File: config.mk
export PLATFORM = sky130hd
export DESIGN_NAME = byte_pair_serializer
export DESIGN_NICKNAME = d
export VERILOG_FILES = /design/src/rtl/serializer_pkg.sv /design/src/rtl/piso_shift_reg.sv /design/src/rtl/byte_pair_serializer.sv
export SDC_FILE = /design/constraint.sdc
export NUM_CORES = 1
export LEC_CHECK = 0
export ABC_CLOCK_PERIOD_IN_PS = 5500
export BUFFER_PORTS_ARGS = -buffer_cell sky130_fd_sc_hd__buf_2
export CAP_MARGIN = 30
export CORE_MARGIN = 4
export CORE_UTILIZATION = 44
export DETAILED_ROUTE_END_ITERATION = 8
export PLACE_DENSITY = 0.68
export SLEW_MARGIN = 10
export SYNTH_ARGS = -nofsm -noshare
export SYNTH_HDL_FRONTEND = slang
export SYNTH_HIERARCHICAL = 1
export SYNTH_SLANG_ARGS = --single-unit
File: constraint.sdc
create_clock -name clk -period 5.5 [get_ports clk]
set_input_delay 1.1 -clock clk [delete_from_list [all_inputs] [get_ports clk]]
set_output_delay 1.1 -clock clk [all_outputs]
set_load 0.1 [all_outputs]
File: src/rtl/serializer_pkg.sv
// serializer_pkg: shared state encoding and default widths for the byte-pair serializer.
`default_nettype none

package serializer_pkg;

   localparam int DATA_W = 8;
   localparam int GAP_W  = 4;

   typedef enum logic [1:0] {
      IDLE   = 2'd0,
      SEND_A = 2'd1,
      SEND_B = 2'd2,
      GAP    = 2'd3
   } ser_state_t;

endpackage

`default_nettype wire

File: src/rtl/piso_shift_reg.sv
// piso_shift_reg: parallel-load, serial-out shift register; sbit is always the bit on the wire.
`default_nettype none

module piso_shift_reg #(
   parameter int DATA_W    = serializer_pkg::DATA_W,
   parameter bit MSB_FIRST = 1'b1
) (
   input  logic              clk,
   input  logic              rst,
   input  logic              load,
   input  logic              shift,
   input  logic [DATA_W-1:0] pdata,
   output logic              sbit
);

   logic [DATA_W-1:0] sr_q;
   logic [DATA_W-1:0] sr_d;

   // Zero fill means a fully shifted register reads back as 0.
   always_comb begin
      sr_d = sr_q;
      if (load) begin
         sr_d = pdata;
      end else if (shift) begin
         sr_d = MSB_FIRST ? {sr_q[DATA_W-2:0], 1'b0} : {1'b0, sr_q[DATA_W-1:1]};
      end
   end

   always_ff @(posedge clk) begin
      if (rst) begin
         sr_q <= '0;
      end else begin
         sr_q <= sr_d;
      end
   end

   assign sbit = MSB_FIRST ? sr_q[DATA_W-1] : sr_q[0];

endmodule

`default_nettype wire

File: src/rtl/byte_pair_serializer.sv
// byte_pair_serializer: sends an accepted (d1, d2) pair as one 2*DATA_W-bit serial frame,
// followed by GAP_CYCLES idle cycles (legal range 0..15).
`default_nettype none

module byte_pair_serializer #(
   parameter int DATA_W     = serializer_pkg::DATA_W,
   parameter bit MSB_FIRST  = 1'b1,
   parameter int GAP_CYCLES = 1
) (
   input  logic              clk,
   input  logic              rst,
   input  logic              in_valid,
   output logic              in_ready,
   input  logic [DATA_W-1:0] d1,
   input  logic [DATA_W-1:0] d2,
   output logic              sout,
   output logic              sout_valid,
   output logic              frame_start,
   output logic              busy
);

   import serializer_pkg::*;

   localparam int CNT_W = (DATA_W > 1) ? $clog2(DATA_W) : 1;
   localparam int GW    = serializer_pkg::GAP_W;
   localparam logic [CNT_W-1:0] CNT_LAST = CNT_W'(DATA_W - 1);
   localparam logic [GW-1:0]    GAP_LAST = GW'((GAP_CYCLES > 0) ? GAP_CYCLES - 1 : 0);

   ser_state_t       state_q;
   ser_state_t       state_d;
   logic [CNT_W-1:0] cnt_q;
   logic [CNT_W-1:0] cnt_d;
   logic [GW-1:0]    gap_q;
   logic [GW-1:0]    gap_d;

   logic accept;
   logic load;
   logic shift_a;
   logic shift_b;
   logic sbit_a;
   logic sbit_b;

   logic sout_valid_q;
   logic frame_start_q;
   logic busy_q;

   always_comb begin
      state_d = state_q;
      cnt_d   = cnt_q;
      gap_d   = gap_q;
      accept  = 1'b0;
      load    = 1'b0;
      shift_a = 1'b0;
      shift_b = 1'b0;
      case (state_q)
         IDLE: begin
            if (in_valid) begin
               accept  = 1'b1;
               load    = 1'b1;
               cnt_d   = '0;
               state_d = SEND_A;
            end
         end
         SEND_A: begin
            shift_a = 1'b1;
            if (cnt_q == CNT_LAST) begin
               cnt_d   = '0;
               state_d = SEND_B;
            end else begin
               cnt_d = cnt_q + CNT_W'(1);
            end
         end
         SEND_B: begin
            shift_b = 1'b1;
            if (cnt_q == CNT_LAST) begin
               cnt_d = '0;
               gap_d = '0;
               if (GAP_CYCLES > 0) begin
                  state_d = GAP;
               end else begin
                  state_d = IDLE;
               end
            end else begin
               cnt_d = cnt_q + CNT_W'(1);
            end
         end
         GAP: begin
            if (gap_q == GAP_LAST) begin
               gap_d   = '0;
               state_d = IDLE;
            end else begin
               gap_d = gap_q + GW'(1);
            end
         end
         default: begin
            state_d = IDLE;
         end
      endcase
   end

   // Status outputs are registered from the next state so they line up with the state they describe.
   always_ff @(posedge clk) begin
      if (rst) begin
         state_q       <= IDLE;
         cnt_q         <= '0;
         gap_q         <= '0;
         sout_valid_q  <= 1'b0;
         frame_start_q <= 1'b0;
         busy_q        <= 1'b0;
      end else begin
         state_q       <= state_d;
         cnt_q         <= cnt_d;
         gap_q         <= gap_d;
         sout_valid_q  <= (state_d == SEND_A) || (state_d == SEND_B);
         frame_start_q <= accept;
         busy_q        <= (state_d != IDLE);
      end
   end

   // Both channels load at the accept edge, so later d1/d2 changes cannot reach the frame.
   piso_shift_reg #(
      .DATA_W    (DATA_W),
      .MSB_FIRST (MSB_FIRST)
   ) u_ch1 (
      .clk   (clk),
      .rst   (rst),
      .load  (load),
      .shift (shift_a),
      .pdata (d1),
      .sbit  (sbit_a)
   );

   piso_shift_reg #(
      .DATA_W    (DATA_W),
      .MSB_FIRST (MSB_FIRST)
   ) u_ch2 (
      .clk   (clk),
      .rst   (rst),
      .load  (load),
      .shift (shift_b),
      .pdata (d2),
      .sbit  (sbit_b)
   );

   always_comb begin
      sout = 1'b0;
      if (state_q == SEND_A) begin
         sout = sbit_a;
      end else if (state_q == SEND_B) begin
         sout = sbit_b;
      end
   end

   assign in_ready    = (state_q == IDLE) && !rst;
   assign sout_valid  = sout_valid_q;
   assign frame_start = frame_start_q;
   assign busy        = busy_q;

endmodule

`default_nettype wire

==> results by group <==
Outcome
  • Outcome: completed

Clock network
  • H-Tree Level Count: 1
  • Post-CTS Setup Repair Bufs: 0
  • Clk Latency, worst-skew pair: 0.32 ns
  • Worst-path clk slew: 0.14 ns
  • Post_cts resized: 0
  • CTS tree: built
  • Hold Buf Count CTS: 0
  • Root buf cell: clkbuf_4
  • CTS max path bufs: 2
  • Clock sinks: 28
  • CTS Buf Count: 3

Yosys
  • Synthesized Nets: 178
  • Sequential area share after synthesis: 38.6%
  • Cells after Synth: 150
  • Yosys warnings: 6
  • Cell variety after synth: 31
  • Syn Area/Cell: 9.69 um2
  • Synthesized cell area: 1450 um2
  • Yosys reg bits: 28

Setup path
  • CP max-delay cell: ha_1
  • Top fanout value on the critical path: 14
  • Critical path arrival: 2.10 ns
  • RR Endpoint: sout_valid
  • Reg2reg setup slack: 3.22 ns
  • Crit path cell chain: inv_1, ha_1, nand2_1, o21ai_0, buf_2
  • CP startpoint kind: register
  • Worst Path Required: 4.40 ns
  • Max incr delay on CP: 0.58 ns
  • Reg2Reg Depth: 7
  • WP depth: 5
  • CP endpoint kind: output port
  • Critical setup path kind: reg -> out
  • Worst R2R Start: state_q[0]
  • Worst path buffer plus inverter count: 2
  • Cell family with most CP delay: adder cells

Timing
  • Setup TNS: 0 ns
  • Fin Clk Skew: 0.00399 ns
  • Final Hold Viols: 0
  • Slew @ Worst Pin: 0.643 ns
  • Period minus WS final: 3.20 ns
  • Fmax: 0.312 GHz
  • Final count of pins violating max slew: 0
  • Slew HR: 57.2%
  • RSZ-0062 raised after global routing: false
  • # setup viols final: 0
  • Part of the cycle the worst path needs: 58.3%

Floorplan
  • Core area: 3100 um2
  • Die Wd: 65.5 um
  • # IOs: 24
  • Die H: 65.5 um
  • Row Count: 20
  • Initial Util: 46.9%
  • Die ar.: 4290 um2

Place
  • DP HPWL: 1930 um
  • DP Cell Count: 209
  • PortBufs: 23
  • Placer Congestion: 0.740

Min path
  • WHS Endpoint: gap_q[3]
  • Hold Path Class: reg -> reg
  • Worst Hold Launch: gap_q[3]
  • Hold Crit Depth: 2

Route
  • Routed len/inst: 12.7 um
  • Pre-antenna DRT Iters: 5
  • Number of DRC markers in iteration 0: 59
  • Via Count: 1114
  • Antenna viol nets, final: 0
  • DRC: 0
  • Routed WL: 2710 um
  • Vias per cell: 5.23

GRT
  • Initial antenna violation count: 0
  • Met2 usage: 22.8%
  • First-pass GRT wire length: 4680 um
  • Tot GR Track Use: 13.6%
  • GR Util met1: 17.2%
  • Grt met3 use: 2.56%
  • Largest net degree at the start of global routing: 31
  • Gr busiest metal: met2
  • Total grt overflow: 0
  • Vias in the first global route: 1108

Power
  • Lkg Pwr: 0.637 nW
  • Switching Share: 33.7%
  • Internal: 311 uW
  • Switch Pwr: 158 uW
  • Clock network power share: 21.0%
  • Combinational share of power: 28.7%
  • VDD IR max: 0.000129 V
  • Pwr/cell area: 294 nW/um2
  • Sequential share of power: 50.3%

Layout
  • Diode count: 0
  • Area of the multi-input gates: 803 um2
  • Register area: 561 um2
  • Fraction of layout cells with a size suffix above 1: 17.8%
  • Fillers: 330
  • Area Growth Syn to Fin: 9.55%
  • Final std cells w/o fill: 213
  • # nets final: 198
  • Final core occ: 51.3%

Run
  • MaxCap Viol Count: 0
cell usage after synthesis:
library cell | count | area, um2
ha_1 | 9 | 113
a32oi_1 | 3 | 26.3
a211oi_1 | 14 | 105
and2b_2 | 1 | 8.76
nand4b_2 | 1 | 15.0
a21oi_1 | 6 | 30.0
and2_1 | 2 | 12.5
a31oi_1 | 1 | 6.26
o21ai_0 | 2 | 10.0
and4b_2 | 1 | 11.3
o31a_1 | 1 | 8.76
clkdlybuf4s18_2 | 2 | 20.0
nand3_1 | 3 | 15.0
nor2_1 | 6 | 22.5
nand4b_1 | 1 | 8.76
nand3b_1 | 1 | 7.51
o41ai_1 | 1 | 8.76
nor3_1 | 3 | 15.0
clkbuf_1 | 1 | 3.75
o21bai_1 | 1 | 7.51
nor2b_1 | 19 | 119
buf_6 | 3 | 33.8
nand4_1 | 3 | 18.8
inv_1 | 6 | 22.5
buf_2 | 2 | 10.0
nand2b_1 | 2 | 12.5
a211o_1 | 1 | 8.76
or3b_1 | 3 | 26.3
nand2_1 | 7 | 26.3
dfxtp_1 | 28 | 561
mux2i_1 | 16 | 160
flip-flops by register name, summed over array words and instances (netlist names):
register,cells
busy,1
cnt_q,3
frame_start,1
gap_q,4
sout_valid,1
state_q,2
u_ch1/sr_q,8
u_ch2/sr_q,8
layer usage:
metal  up-vias  part of all wire, %
li1        581                    -
met1       510                   49
met2        19                   46
met3         4                  4.1
met4         0                  1.5
met5         -                    0
how the worst max path moves through the flow:
stage	slack, ns	startpoint	end
floorplan	1.52	state_q[0]	sout
global placement	2.44	rst	in_ready
detailed placement	2.43	rst	in_ready
CTS	2.28	state_q[0]	sout
global route	2.12	state_q[0]	sout
finish	2.30	state_q[0]	sout
power by group through the flow:
| stage | registers [mW] | logic (mW) | clock network, mW |
|---|---|---|---|
| global placement | 0.239 | 0.132 | 0 |
| detailed placement | 0.240 | 0.135 | 0 |
| floorplan | 0.264 | 0.0859 | 0 |
| finish | 0.236 | 0.135 | 0.0983 |
| global route | 0.239 | 0.148 | 0.115 |
| CTS | 0.236 | 0.136 | 0.105 |
cell type report:
cell class | instances | share of cell area, %
multi-input cells | 108 | 50.4
repair buffers | 23 | 7.23
clock buffers | 4 | 2.28
inverters | 6 | 1.41
flip-flops and latches | 28 | 35.2
well taps | 44 | 3.46
cells in the final DEF, fill, tap and decap left out:
master | synthesis | final
ha_1 | 9 | 9
a31oi_1 | 1 | 1
inv_1 | 6 | 6
nand2b_1 | 2 | 2
nand4_1 | 3 | 3
and2_1 | 2 | 2
clkbuf_4 | 0 | 3
dfxtp_1 | 28 | 28
and2b_2 | 1 | 1
and4b_2 | 1 | 1
nor2_1 | 6 | 6
nand3b_1 | 1 | 1
a211o_1 | 1 | 1
o21ai_0 | 2 | 2
a211oi_1 | 14 | 14
nand3_1 | 3 | 3
o21bai_1 | 1 | 1
a21oi_1 | 6 | 6
mux2i_1 | 16 | 16
buf_2 | 2 | 23
or3b_1 | 3 | 3
o31a_1 | 1 | 1
clkbuf_8 | 0 | 1
nand2_1 | 7 | 7
nor3_1 | 3 | 3
nand4b_1 | 1 | 1
nor2b_1 | 19 | 19
o41ai_1 | 1 | 1
a32oi_1 | 3 | 3
nand4b_2 | 1 | 1
tightest hold or removal path, delay by kind of cell, from the launching register on:
| kind | cells | cell delay [ns] |
|---|---|---|
| compound gates | 1 | 0.06 |
| simple gates | 1 | 0.06 |
| flops | 1 | 0.36 |
through the flow:
| step | power, mW | hold WS [ns] | worst slack, ns | area, um2 |
|---|---|---|---|---|
| global route | 0.502 | 0.541 | 2.12 | 1590 |
| finish | 0.469 | 0.512 | 2.30 | 1590 |
| CTS | 0.477 | 0.512 | 2.28 | 1590 |
| global placement | 0.371 | 0.482 | 2.44 | 1560 |
| floorplan | 0.350 | 0.458 | 1.52 | 1450 |
| detailed placement | 0.375 | 0.489 | 2.43 | 1560 |
cells by family after synthesis:
group	Yosys count	share of synthesized area, %
AOI/OAI and AO/OA	30	14.5
and+or+nand+nor	53	21.9
DFF	28	38.6
buffers and inverters	14	6.20
adders and majority gates	9	7.75
muxes	16	11.0
No activity file was read; power rests on OpenSTA's default activity.
